File: config.mk
export PLATFORM = sky130hd
export DESIGN_NAME = seq_cmd_arbiter_flat
export DESIGN_NICKNAME = d
export VERILOG_FILES = /design/src/rtl/seq_cmd_arbiter_if.sv /design/src/rtl/seq_cmd_arbiter.sv /design/src/flat_wrapper.sv
export SDC_FILE = /design/constraint.sdc
export NUM_CORES = 1
export LEC_CHECK = 0
export CORE_ASPECT_RATIO = 0.8
export CORE_MARGIN = 2
export CORE_UTILIZATION = 55
export CTS_CLUSTER_DIAMETER = 40
export DETAILED_ROUTE_END_ITERATION = 16
export DONT_BUFFER_PORTS = 1
export GPL_ROUTABILITY_DRIVEN = 0
export GPL_TIMING_DRIVEN = 0
export PLACE_DENSITY = 0.76
export SYNTH_ARGS = -nofsm -noshare
export SYNTH_HDL_FRONTEND = slang
export SYNTH_SLANG_ARGS = --single-unit
File: constraint.sdc
create_clock -name clk -period 2.95 [get_ports clk]
set_input_delay 0.1475 -clock clk [delete_from_list [all_inputs] [get_ports clk]]
set_output_delay 0.1475 -clock clk [all_outputs]
set_load 0.02 [all_outputs]
File: src/rtl/seq_cmd_arbiter_if.sv
// Command/handshake bundle between requesters, sequencer and seq_cmd_arbiter.
// The master side drives requests, commands and sequencer status;
// the slave side (the arbiter) drives controls, grant and status.
interface seq_cmd_arbiter_if;
  logic [1:0] req;
  logic [1:0] cmd0;
  logic [1:0] cmd1;
  logic [3:0] arg0;
  logic [3:0] arg1;
  logic       abort;
  logic       terminal;
  logic       restart;
  logic       pause;
  logic       go_to_third;
  logic [1:0] gnt;
  logic       busy;
  logic       done;
  logic       err;
  logic [7:0] lap_count;

  modport master (
    output req, cmd0, cmd1, arg0, arg1, abort, terminal,
    input  restart, pause, go_to_third, gnt, busy, done, err, lap_count
  );

  modport slave (
    input  req, cmd0, cmd1, arg0, arg1, abort, terminal,
    output restart, pause, go_to_third, gnt, busy, done, err, lap_count
  );
endinterface

File: src/rtl/seq_cmd_arbiter.sv
// Two-requester round-robin command arbiter driving sequencer controls.
//
// state       | meaning
// ------------+------------------------------------------------------
// S_IDLE      | no command; requests sampled and arbitrated
// S_RESTART   | restart pulse to sequencer (one cycle)
// S_PAUSE     | pause held for arg+1 cycles
// S_WAIT_TERM | LOOP command waiting for terminal, 16-cycle timeout
// S_LOOP      | go_to_third pulse (one cycle)
// S_RUN       | counting terminal rising edges up to arg+1
// S_DONE      | one-cycle completion, done/err valid, grant still held
module seq_cmd_arbiter (
  input logic           clk,
  input logic           reset,
  seq_cmd_arbiter_if.slave bus
);

  localparam logic [1:0] CMD_RESTART = 2'b00;
  localparam logic [1:0] CMD_PAUSE   = 2'b01;
  localparam logic [1:0] CMD_LOOP    = 2'b10;

  typedef enum logic [2:0] {
    S_IDLE, S_RESTART, S_PAUSE, S_WAIT_TERM, S_LOOP, S_RUN, S_DONE
  } state_t;

  state_t     state;
  logic [3:0] cnt;
  logic       last_gnt;
  logic       term_q;
  logic       restart_q;
  logic       pause_q;
  logic       gtt_q;
  logic [1:0] gnt_q;
  logic       busy_q;
  logic       done_q;
  logic       err_q;
  logic [7:0] lap_q;

  logic       term_rise;
  logic       pick;
  logic [1:0] cmd_sel;
  logic [3:0] arg_sel;

  assign term_rise = bus.terminal & ~term_q;

  // Round-robin pick: on a tie serve whoever was not granted last.
  always_comb begin
    pick    = (bus.req == 2'b11) ? ~last_gnt : bus.req[1];
    cmd_sel = pick ? bus.cmd1 : bus.cmd0;
    arg_sel = pick ? bus.arg1 : bus.arg0;
  end

  // Command FSM with registered controls, grant and completion status.
  always_ff @(posedge clk) begin
    if (reset) begin
      state     <= S_IDLE;
      cnt       <= 4'd0;
      last_gnt  <= 1'b1;
      restart_q <= 1'b0;
      pause_q   <= 1'b0;
      gtt_q     <= 1'b0;
      gnt_q     <= 2'b00;
      busy_q    <= 1'b0;
      done_q    <= 1'b0;
      err_q     <= 1'b0;
    end else begin
      case (state)
        S_IDLE: begin
          if (bus.req != 2'b00) begin
            gnt_q    <= pick ? 2'b10 : 2'b01;
            busy_q   <= 1'b1;
            last_gnt <= pick;
            case (cmd_sel)
              CMD_RESTART: begin
                state     <= S_RESTART;
                restart_q <= 1'b1;
              end
              CMD_PAUSE: begin
                state   <= S_PAUSE;
                pause_q <= 1'b1;
                cnt     <= arg_sel;
              end
              CMD_LOOP: begin
                state <= S_WAIT_TERM;
                cnt   <= 4'd15;
              end
              default: begin
                state <= S_RUN;
                cnt   <= arg_sel;
              end
            endcase
          end
        end
        S_RESTART: begin
          state     <= S_DONE;
          done_q    <= 1'b1;
          err_q     <= bus.abort;
          restart_q <= 1'b0;
        end
        S_PAUSE: begin
          if (bus.abort || cnt == 4'd0) begin
            state   <= S_DONE;
            done_q  <= 1'b1;
            err_q   <= bus.abort;
            pause_q <= 1'b0;
          end else begin
            cnt <= cnt - 4'd1;
          end
        end
        S_WAIT_TERM: begin
          if (bus.abort) begin
            state  <= S_DONE;
            done_q <= 1'b1;
            err_q  <= 1'b1;
          end else if (bus.terminal) begin
            state <= S_LOOP;
            gtt_q <= 1'b1;
          end else if (cnt == 4'd0) begin
            state  <= S_DONE;
            done_q <= 1'b1;
            err_q  <= 1'b1;
          end else begin
            cnt <= cnt - 4'd1;
          end
        end
        S_LOOP: begin
          state  <= S_DONE;
          done_q <= 1'b1;
          err_q  <= bus.abort;
          gtt_q  <= 1'b0;
        end
        S_RUN: begin
          if (bus.abort) begin
            state  <= S_DONE;
            done_q <= 1'b1;
            err_q  <= 1'b1;
          end else if (term_rise) begin
            if (cnt == 4'd0) begin
              state  <= S_DONE;
              done_q <= 1'b1;
              err_q  <= 1'b0;
            end else begin
              cnt <= cnt - 4'd1;
            end
          end
        end
        S_DONE: begin
          state  <= S_IDLE;
          gnt_q  <= 2'b00;
          busy_q <= 1'b0;
          done_q <= 1'b0;
          err_q  <= 1'b0;
        end
        default: state <= S_IDLE;
      endcase
    end
  end

  // Terminal history and saturating lap counter; a clean RESTART clears it.
  always_ff @(posedge clk) begin
    if (reset) begin
      term_q <= 1'b0;
      lap_q  <= 8'd0;
    end else begin
      term_q <= bus.terminal;
      if (state == S_RESTART && !bus.abort)
        lap_q <= 8'd0;
      else if (term_rise && lap_q != 8'd255)
        lap_q <= lap_q + 8'd1;
    end
  end

  assign bus.restart     = restart_q;
  assign bus.pause       = pause_q;
  assign bus.go_to_third = gtt_q;
  assign bus.gnt         = gnt_q;
  assign bus.busy        = busy_q;
  assign bus.done        = done_q;
  assign bus.err         = err_q;
  assign bus.lap_count   = lap_q;

endmodule
File: src/flat_wrapper.sv
// flat-port wrapper written by rule: the top's interface ports become plain ports
module seq_cmd_arbiter_flat 
  (clk, reset, bus_req, bus_cmd0, bus_cmd1, bus_arg0, bus_arg1, bus_abort, bus_terminal, bus_restart, bus_pause, bus_go_to_third, bus_gnt, bus_busy, bus_done, bus_err, bus_lap_count);
  seq_cmd_arbiter_if bus_i ();
  input logic clk;
  input logic reset;
  input wire logic [$bits(bus_i.req)-1:0] bus_req;
  input wire logic [$bits(bus_i.cmd0)-1:0] bus_cmd0;
  input wire logic [$bits(bus_i.cmd1)-1:0] bus_cmd1;
  input wire logic [$bits(bus_i.arg0)-1:0] bus_arg0;
  input wire logic [$bits(bus_i.arg1)-1:0] bus_arg1;
  input wire logic [$bits(bus_i.abort)-1:0] bus_abort;
  input wire logic [$bits(bus_i.terminal)-1:0] bus_terminal;
  output wire logic [$bits(bus_i.restart)-1:0] bus_restart;
  output wire logic [$bits(bus_i.pause)-1:0] bus_pause;
  output wire logic [$bits(bus_i.go_to_third)-1:0] bus_go_to_third;
  output wire logic [$bits(bus_i.gnt)-1:0] bus_gnt;
  output wire logic [$bits(bus_i.busy)-1:0] bus_busy;
  output wire logic [$bits(bus_i.done)-1:0] bus_done;
  output wire logic [$bits(bus_i.err)-1:0] bus_err;
  output wire logic [$bits(bus_i.lap_count)-1:0] bus_lap_count;
  assign bus_i.req = bus_req;
  assign bus_i.cmd0 = bus_cmd0;
  assign bus_i.cmd1 = bus_cmd1;
  assign bus_i.arg0 = bus_arg0;
  assign bus_i.arg1 = bus_arg1;
  assign bus_i.abort = bus_abort;
  assign bus_i.terminal = bus_terminal;
  assign bus_restart = bus_i.restart;
  assign bus_pause = bus_i.pause;
  assign bus_go_to_third = bus_i.go_to_third;
  assign bus_gnt = bus_i.gnt;
  assign bus_busy = bus_i.busy;
  assign bus_done = bus_i.done;
  assign bus_err = bus_i.err;
  assign bus_lap_count = bus_i.lap_count;
  seq_cmd_arbiter u_core (.clk(clk), .reset(reset), .bus(bus_i));
endmodule
==> out/qor.txt, run 1 <==
grt ovf -> 0
post-CTS setup repair buffer count -> 0
Fin. Hold Viols -> 0
Distinct cells, synth -> 48
WL/cell -> 14.9 um
Filler cells -> 227
pwr/cell area -> 925 mW/mm^2
final setup vio count -> 0
crit path kind -> flop to flop
CTS Buffer Depth -> 2
Async SR Flop Fraction -> 0
Vias -> 1381
CTS Root Cell -> clkbuf_4
H-tree depth -> 1
initial antenna violation count -> 0
Clock Sinks -> 25
WL met2 -> 1.55 mm
sequential area share after synthesis -> 0.332
Max Fclk -> 447 MHz
Iter 0 DRT Violations -> 115
outcome -> finished, final reports clean
die outline width -> 62.5 um
Clock transition at path regs -> 130 ps
Met3 Wirelength -> 265 um
DP Worst Slack -> 739 ps
number of synthesized register bits -> 25
CTS tree -> yes
Max Fanout on Critical Path -> 9
# IOs -> 34
Num CTS Buffers -> 3
P_leak -> 0.595 nW
first-pass GRT wire length -> 5.57 mm
port bufs -> 0
Syn Inst Count -> 188
fin crit share -> 0.758
Crit. End Element -> flop
number of synthesized flops with an enable pin -> 0
largest net degree at the start of global routing -> 14
RSZ-0062 raised after global routing -> no
Ys Warns -> 0
Row Count -> 16
Hold Path Class -> input port to flop
Mapped Avg Cell Area -> 8.02 um^2
die height -> 50.8 um
n_diodes -> 0
crit start category -> flop
MaxCap Viol Count -> 0
die area -> 0.00318 mm^2
Slew Limit Fails -> 0
Worst Setup Slack, final -> 715 ps
ANT nets after route -> 0
Worst slew margin -> 0.689
vias in the first global route -> 1184
final net count -> 220
clk_lat worst skew -> 320 ps
syn_nets -> 212
highest metal used -> met4
drt drc -> 0
post-layout minimum cycle time -> 2240 ps
layout cells sized above 1 -> 0.0667
Critical Path RT -> 3200 ps
first-pass detailed-route iteration total -> 4
Worst Tran Pin Value -> 467 ps
Post-Syn Area -> 0.00151 mm^2
critical path arrival -> 2480 ps
GRT Overall Usage -> 0.222
Clock Skews -> 10.9 ps
Via density -> 5.98
aggregate routed wire length -> 3.45 mm
P&R area growth vs syn -> 6.72%
estimated wirelength of the detail-placed design -> 2.63 mm
Initial Util -> 0.598
Synth Flop Type -> dfxtp_1
Final TNS setup -> 0 ps
Max VDD drop -> 0.656 mV
DRT met1 WL -> 1.63 mm
Core Region -> 0.00252 mm^2
R2R Setup Slk -> 710 ps
-- timing repair --
action,in CTS,in global routing
hold buffers,2,1
gates resized for setup,0,0
hold endpoints to repair,2,1
endpoints found under the setup margin,0,0
-- worst max-delay path, cell delays in order, from the launching register on --
cell	delay (ps)
dfxtp_1	350
a21boi_1	130
buf_2	270
mux2i_1	330
inv_1	110
ha_1	220
or4_1	390
o21ai_0	80
o21ai_0	120
a21oi_1	160
-- layer usage --
metal | vias up | track usage
li1 | 686 | -
met1 | 631 | 0.304
met2 | 62 | 0.349
met3 | 2 | 0.0793
met4 | 0 | 0.0222
met5 | - | 0
-- report_power, final --
group	leakage [nW]	internal [mW]	total [mW]	switching (mW)
combinational	0.375	0.332	0.796	0.464
clock	0.0150	0.0529	0.150	0.0976
sequential	0.205	0.427	0.541	0.114
total	0.595	0.812	1.49	0.675
-- worst paths after layout --
| check | from | endpoint | depth (start not counted) |
|---|---|---|---|
| setup / recovery | u_core.last_gnt | u_core.state[0] | 9 |
| hold / removal | bus_req[1] | u_core.bus.busy | 2 |
| setup reg to reg | u_core.last_gnt | u_core.state[0] | 9 |
| hold reg to reg | u_core.cnt[1] | u_core.cnt[1] | 2 |
-- sequential cells by signal, summed over array words and instances, names as in the netlist --
signal and cells:
u_core.bus.done 1, u_core.bus.busy 1, u_core.cnt 4, u_core.bus.restart 1
u_core.bus.lap_count 8, u_core.last_gnt 1, u_core.bus.err 1, u_core.bus.gnt 2
u_core.term_q 1, u_core.bus.pause 1, u_core.bus.go_to_third 1, u_core.state 3
-- layout make-up --
class                      count  area [um^2]  share of cell area
sequential                    25          500               0.311
multi-input combinational    145          920               0.572
inverter                       8         30.0              0.0187
tap                           36         45.0              0.0280
buffer                        10         57.6              0.0358
timing repair buffer           3         30.0              0.0187
clock buffer                   4         26.3              0.0163
-- cells in the final DEF, fill, tap and decap left out, types with 2 or more instances in the layout --
| cell | instances |
|---|---|
| nor3_1 | 8 |
| o21bai_1 | 2 |
| clkbuf_1 | 7 |
| a21oi_1 | 17 |
| o21ai_0 | 10 |
| nand4_1 | 3 |
| clkbuf_4 | 3 |
| inv_1 | 8 |
| o21a_1 | 2 |
| nand3_1 | 4 |
| and3_1 | 2 |
| a221o_1 | 3 |
| mux2i_1 | 5 |
| buf_6 | 2 |
| nand2b_1 | 2 |
| a22oi_1 | 2 |
| o21ai_1 | 3 |
| a31oi_1 | 2 |
| or3_1 | 3 |
| xnor2_1 | 6 |
| nor2_1 | 24 |
| and3b_1 | 2 |
| nor3b_1 | 3 |
| ha_1 | 6 |
| dfxtp_1 | 25 |
| dlygate4sd3_1 | 3 |
| nand2_1 | 15 |
-- kinds of logic (layout without fill, tap and decap cells) --
| logic type | after synthesis | after routing | synth area share |
|---|---|---|---|
| buffers and inverters | 18 | 25 | 0.0581 |
| XOR/XNOR | 7 | 7 | 0.0407 |
| AND/OR/NAND/NOR | 75 | 75 | 0.261 |
| flip-flops | 25 | 25 | 0.332 |
| adder cells (fa/ha/maj) | 6 | 6 | 0.0498 |
| multiplexers | 5 | 5 | 0.0332 |
| AO/OA/AOI/OAI | 52 | 52 | 0.225 |
-- cell usage after synthesis, types with 3 or more instances --
| cell type | number | area (um^2) |
|---|---|---|
| dfxtp_1 | 25 | 500 |
| nor2_1 | 24 | 90.1 |
| a21oi_1 | 17 | 85.1 |
| nand2_1 | 15 | 56.3 |
| o21ai_0 | 10 | 50.1 |
| inv_1 | 8 | 30.0 |
| nor3_1 | 8 | 40.0 |
| clkbuf_1 | 6 | 22.5 |
| ha_1 | 6 | 75.1 |
| xnor2_1 | 6 | 52.6 |
| mux2i_1 | 5 | 50.1 |
| nand3_1 | 4 | 20.0 |
| a221o_1 | 3 | 30.0 |
| nand4_1 | 3 | 18.8 |
| nor3b_1 | 3 | 22.5 |
| o21ai_1 | 3 | 15.0 |
| or3_1 | 3 | 18.8 |
-- stage by stage --
step | cells | power [mW] | hold WS [ps] | cell area [um^2] | utilization
3_5_place_dp | 224 | 1.33 | 289 | 1550 | 0.616
5_1_grt | 231 | 1.60 | 0.680 | 1610 | 0.638
6_report | 231 | 1.49 | 24.4 | 1610 | 0.638
3_3_place_gp | 224 | 1.30 | 279 | 1550 | 0.616
4_1_cts | 230 | 1.49 | 7.65 | 1600 | 0.634
2_1_floorplan | 188 | 1.17 | 276 | 1510 | -
(Power assumes the default switching activity.)
==> run 2, diff against run 1 <==
- ABC_AREA: unset -> 1
- PLACE_DENSITY: 0.76 -> 0.79
- clock period: 2.95 -> 1.9 ns (I/O delays scaled with it)
==> run 2 against run 1 <==
Against the previous run:
- sequential power increased by 49%
- die area grew 4.6%
- clock power increased by 59%
- largest cell class unchanged
==> out/qor.txt, run 2 <==
crit path kind -> flop to flop
Synth area leaders -> dfxtp_1 32%, nand2_1 18%, nand3_1 8.2%
GRT Overall Usage -> 0.211
Via density -> 5.29
die area -> 0.00333 mm^2
die height -> 52.0 um
placed cell areas -> 0.00163 mm^2
aggregate routed wire length -> 3.58 mm
hold path cells -> 4
Mapped Avg Cell Area -> 6.38 um^2
Worst slew margin -> 0.695
WL met2 -> 1.60 mm
n_diodes -> 0
pwr/cell area -> 1330 mW/mm^2
critical path's slowest cell -> dfxtp_2
syn_nets -> 272
Row Count -> 17
Worst Setup Slack, final -> 61.0 ps
ANT nets after route -> 0
design area -> 0.00174 mm^2
Async SR Flop Fraction -> 0
max reg flops -> 8
outcome -> finished, final reports clean
first-pass GRT wire length -> 5.64 mm
Compound-Gate Fraction of Synth Area -> 0.0893
MaxCap Viol Count -> 0
Hold Path Class -> input port to flop
post-layout minimum cycle time -> 1840 ps
adder-cell share of the synthesized area -> 0.0474
Crit. End Element -> flop
drt drc -> 0
Clock transition at path regs -> 130 ps
number of synthesized flops with an enable pin -> 0
estimated wirelength of the detail-placed design -> 2.46 mm
layout cells sized above 1 -> 0.151
grt ovf -> 0
largest family of logic cells by synthesized area -> simple AND/OR/NAND/NOR gates
Num CTS Buffers -> 3
FF-to-FF path depth -> 12
synth cell count leaders -> 76 x nand2_1, 28 x inv_1, 26 x nand3_1, 26 x nor2_1, 25 x dfxtp_1
DP Worst Slack -> -90.4 ps
XOR/XNOR Fraction of Synth Area -> 0.0277
CTS Root Cell -> clkbuf_4
Cell Chain, Critical Path -> nand2_1 > nand2_4 > inv_2 > or2_2 > o21ai_4 > inv_1 > ha_1 > nand3_1 > nand2_1 > nand3b_1 > nand2_1 > a21oi_1
multiplexer share of the synthesized area -> 0
CTS tree -> yes
Syn Inst Count -> 248
P&R area growth vs syn -> 9.64%
Critical Path RT -> 2110 ps
Clock Sinks -> 25
port bufs -> 0
Max VDD drop -> 0.729 mV
Max Fclk -> 544 MHz
critical path arrival -> 2040 ps
vias in the first global route -> 1386
Synth area leader -> dfxtp_1
slowest stage delay, CP -> 350 ps
Iter 0 DRT Violations -> 89
sequential area share after synthesis -> 0.316
Synth Area in Simple Gates -> 0.421
CTS Buffer Depth -> 2
highest metal used -> met4
Met3 Wirelength -> 269 um
Vias -> 1566
Max Fanout on Critical Path -> 7
number of synthesized register bits -> 25
fin crit share -> 0.968
crit path buf inv count -> 2
Synth Flop Type -> dfxtp_1
clk_lat worst skew -> 320 ps
most frequent cells in the layout -> 75 x nand2_1, 26 x nand3_1, 25 x inv_1, 25 x nor2_1, 23 x dfxtp_1
Ys Warns -> 0
most instantiated library cell after synthesis -> nand2_1
final net count -> 283
H-tree depth -> 1
commonest non-fill, non-tap cell in the layout -> nand2_1
Initial Util -> 0.577
Fin. Hold Viols -> 0
DRT met1 WL -> 1.68 mm
Distinct cells, synth -> 30
P_leak -> 0.848 nW
Final Hold Slack -> 37.3 ps
Clock Skews -> 1.38 ps
WL/cell -> 12.1 um
largest net degree at the start of global routing -> 15
Slew Limit Fails -> 0
critical path's top delay family -> simple AND/OR/NAND/NOR gates
crit start category -> flop
final setup vio count -> 0
utilization after layout -> 0.632
CP most frequent cell -> nand2_1
first-pass detailed-route iteration total -> 4
Synth top area share -> 0.316
Core Region -> 0.00274 mm^2
initial antenna violation count -> 0
Worst Tran Pin Value -> 458 ps
# IOs -> 34
die outline width -> 64.0 um
Crit. path cell count -> 12
Post-Syn Area -> 0.00158 mm^2
[run 2: cell types whose count changed after synthesis, sizes merged, moves of 5 or more]
| cell | delta |
|---|---|
| inv | +26 |
| o21ai | -10 |
| nand3 | +26 |
| nor3 | -8 |
| clkbuf | -5 |
| mux2i | -5 |
| nand2 | +62 |
| nor2 | +6 |
[run 2: kinds of logic (layout without fill, tap and decap cells)]
group | after synthesis | after routing
AOI/OAI and AO/OA | 26 | 26
and+or+nand+nor | 147 | 147
xor gates and xnor gates | 5 | 5
buffers and inverters | 39 | 49
DFF | 25 | 25
adders and majority gates | 6 | 6
[run 2: worst min-delay path: cells and delay by family]
kind,cells,cell delay (ps)
AND/OR/NAND/NOR,3,190
AO/OA/AOI/OAI,1,40
[run 2: power breakdown]
group	leakage, nW	switching [mW]	total, mW	internal (mW)
logic	0.625	0.820	1.27	0.446
registers	0.205	0.150	0.806	0.656
clock network	0.0177	0.159	0.238	0.0789
[run 2: timing repair]
action / CTS / global route
setup endpoints to repair: 7 / 9
resized for setup: 5 / 8
endpoints found under the hold margin: 2 / 0
pin swaps: 0 / 1
buffers inserted: 0 / 4
hold buffers: 2 / 0
[run 2: per-layer routing]
| metal | GRT usage | up-vias |
|---|---|---|
| met5 | 0 | - |
| li1 | - | 809 |
| met4 | 0.0507 | 0 |
| met3 | 0.0541 | 4 |
| met1 | 0.281 | 704 |
| met2 | 0.344 | 49 |
[run 2: path summary, 6_finish.rpt]
check                  start         endpoint  slack (ps)
max          u_core.last_gnt  u_core.state[2]          60
min                bus_abort   u_core.bus.err          40
max reg2reg  u_core.last_gnt  u_core.state[2]          60
min reg2reg  u_core.last_gnt  u_core.last_gnt         470
[run 2: final cells by class]
type,instances,area (um^2)
buffer,4,23.8
inverter,35,131
clock inverter,1,5.00
tap,38,47.5
sequential,25,503
fill,248,1010
multi-input combinational,184,952
timing repair buffer,6,50.0
clock buffer,3,22.5
[run 2: metrics by stage]
stage	TNS, ps	cells	total power, mW
floorplan	0	248	1.80
global route	-79.1	296	2.52
finish	0	296	2.31
detailed placement	-403	286	2.00
global placement	-320	286	1.99
CTS	0	292	2.27
==> run 3, diff against run 2 <==
- PLACE_DENSITY: 0.79 -> 0.76
- RECOVER_POWER: unset -> 25
- clock period: 1.9 -> 2.38 ns (I/O delays scaled with it)
==> run 3 against run 2 <==
Against the previous run:
- cell count fell by 1.7%
- critical endpoint unchanged
- non-clock buffer count down 5
- clock power shrank 21%
- critical path type unchanged
- worst hold slack got worse by 9.2 ps
==> out/qor.txt, run 3 (synthesis results as in run 2) <==
post-CTS setup repair buffer count -> 0
critical path's slowest cell -> dfxtp_1
Logic pwr share -> 0.538
Clock Skews -> 6.29 ps
Worst slew margin -> 0.711
Critical Path RT -> 2580 ps
# IOs -> 34
H-tree depth -> 1
first-pass detailed-route iteration total -> 4
Iter 0 DRT Violations -> 76
Initial Util -> 0.577
Max Fclk -> 490 MHz
Clock transition at path regs -> 130 ps
CTS Buffer Depth -> 2
grt ovf -> 0
largest net degree at the start of global routing -> 15
ANT nets after route -> 0
final net count -> 278
cts repair resizes -> 0
initial antenna violation count -> 0
Vias -> 1484
WL/cell -> 11.3 um
Max Fanout on Critical Path -> 7
Via density -> 5.10
internal power -> 0.920 mW
Sw Share -> 0.489
Clock Sinks -> 25
critical path's top delay family -> simple AND/OR/NAND/NOR gates
CTS Root Cell -> clkbuf_4
post-layout minimum cycle time -> 2040 ps
n_diodes -> 0
Worst Tran Pin Value -> 434 ps
R2R Setup Slk -> 340 ps
placed cell areas -> 0.00163 mm^2
crit start category -> flop
estimated wirelength of the detail-placed design -> 2.51 mm
P_leak -> 0.820 nW
critical path arrival -> 2240 ps
Num CTS Buffers -> 3
first-pass GRT wire length -> 5.68 mm
highest metal used -> met4
DRT met1 WL -> 1.57 mm
final setup vio count -> 0
most frequent cells in the layout -> 76 x nand2_1, 28 x inv_1, 26 x nand3_1, 26 x nor2_1, 25 x dfxtp_1
pwr/cell area -> 1080 mW/mm^2
slowest stage delay, CP -> 360 ps
port bufs -> 0
Core Region -> 0.00274 mm^2
die height -> 52.0 um
clock share of power -> 0.104
layout cells sized above 1 -> 0.103
Slew Limit Fails -> 0
P&R area growth vs syn -> 5.38%
GRT Overall Usage -> 0.217
CTS tree -> yes
max reg flops -> 8
die area -> 0.00333 mm^2
clk_lat worst skew -> 320 ps
Cell Chain, Critical Path -> nand2_1 > nand2_1 > inv_1 > or2_2 > o21ai_0 > inv_1 > ha_1 > nand3_1 > nand2_1 > nand3b_1 > nand2_1 > a21oi_1
commonest non-fill, non-tap cell in the layout -> nand2_1
WL met2 -> 1.43 mm
drt drc -> 0
design area -> 0.00167 mm^2
aggregate routed wire length -> 3.30 mm
Row Count -> 17
fin crit share -> 0.858
Fin. Hold Viols -> 0
NetSw -> 0.879 mW
crit path kind -> flop to flop
crit path buf inv count -> 2
Met3 Wirelength -> 287 um
CP most frequent cell -> nand2_1
die outline width -> 64.0 um
Seq pwr share -> 0.358
outcome -> finished, final reports clean
Final TNS setup -> 0 ps
RSZ-0062 raised after global routing -> no
Hold Path Class -> input port to flop
Crit. End Element -> flop
MaxCap Viol Count -> 0
vias in the first global route -> 1317
Max VDD drop -> 0.524 mV
-- run 3: changes by cell type in the layout (fill, tap and decap cells not counted), moves of 2 or more --
cell,before,now
inv_2,9,6
inv_1,25,28
buf_4,6,2
dfxtp_2,2,0
o21ai_0,1,3
dfxtp_1,23,25
-- run 3: worst reg2reg max path: cells and delay by family, from the launching register on --
family / cells / cell delay, ps
flip-flops: 1 / 360
adder cells (fa/ha/maj): 1 / 220
AND/OR/NAND/NOR: 7 / 860
buffers and inverters: 2 / 280
AO/OA/AOI/OAI: 2 / 200
-- run 3: what timing repair did --
action | in CTS | in global routing
endpoints found under the setup margin | 0 | 0
hold buffers | 1 | 0
hold endpoints to repair | 1 | 0
-- run 3: area by class of cell --
class | instances | area [um^2]
Fill cell | 272 | 1080
Buffer | 4 | 23.8
Clock inverter | 1 | 5.00
Clock buffer | 3 | 22.5
Sequential cell | 25 | 500
Tap cell | 38 | 47.5
Multi-Input combinational cell | 184 | 927
Timing Repair Buffer | 1 | 10.0
Inverter | 35 | 131
-- run 3: metrics by stage --
step | setup slack [ps] | hold WS [ps] | std cells | utilization | power, mW
floorplan | 613 | 244 | 248 | - | 1.44
global placement | 401 | 251 | 286 | 0.594 | 1.59
detailed placement | 362 | 255 | 286 | 0.594 | 1.61
CTS | 321 | 18.9 | 291 | 0.608 | 1.81
global route | 125 | 35.5 | 291 | 0.608 | 1.99
finish | 338 | 28.1 | 291 | 0.608 | 1.80
-- run 3: path summary, 6_finish.rpt --
path | start | endpoint | cells past startpoint
max | u_core.last_gnt | u_core.state[2] | 12
min | bus_abort | u_core.bus.go_to_third | 3
max reg2reg | u_core.last_gnt | u_core.state[2] | 12
min reg2reg | u_core.last_gnt | u_core.last_gnt | 2
-- run 3: layer usage --
metal  vias up  global-route usage
met4         0              0.0580
met3         2              0.0563
met2        52               0.335
met1       635               0.301
li1        795                   -
met5         -                   0
-- run 3: power by group through the flow --
stage | Combinational [mW] | Sequential, mW | Clock [mW]
after global placement | 0.943 | 0.650 | 0
final | 0.968 | 0.643 | 0.187
after CTS | 0.966 | 0.643 | 0.202
after detailed placement | 0.956 | 0.652 | 0
after global routing | 1.12 | 0.658 | 0.212
after floorplan | 0.798 | 0.638 | 0
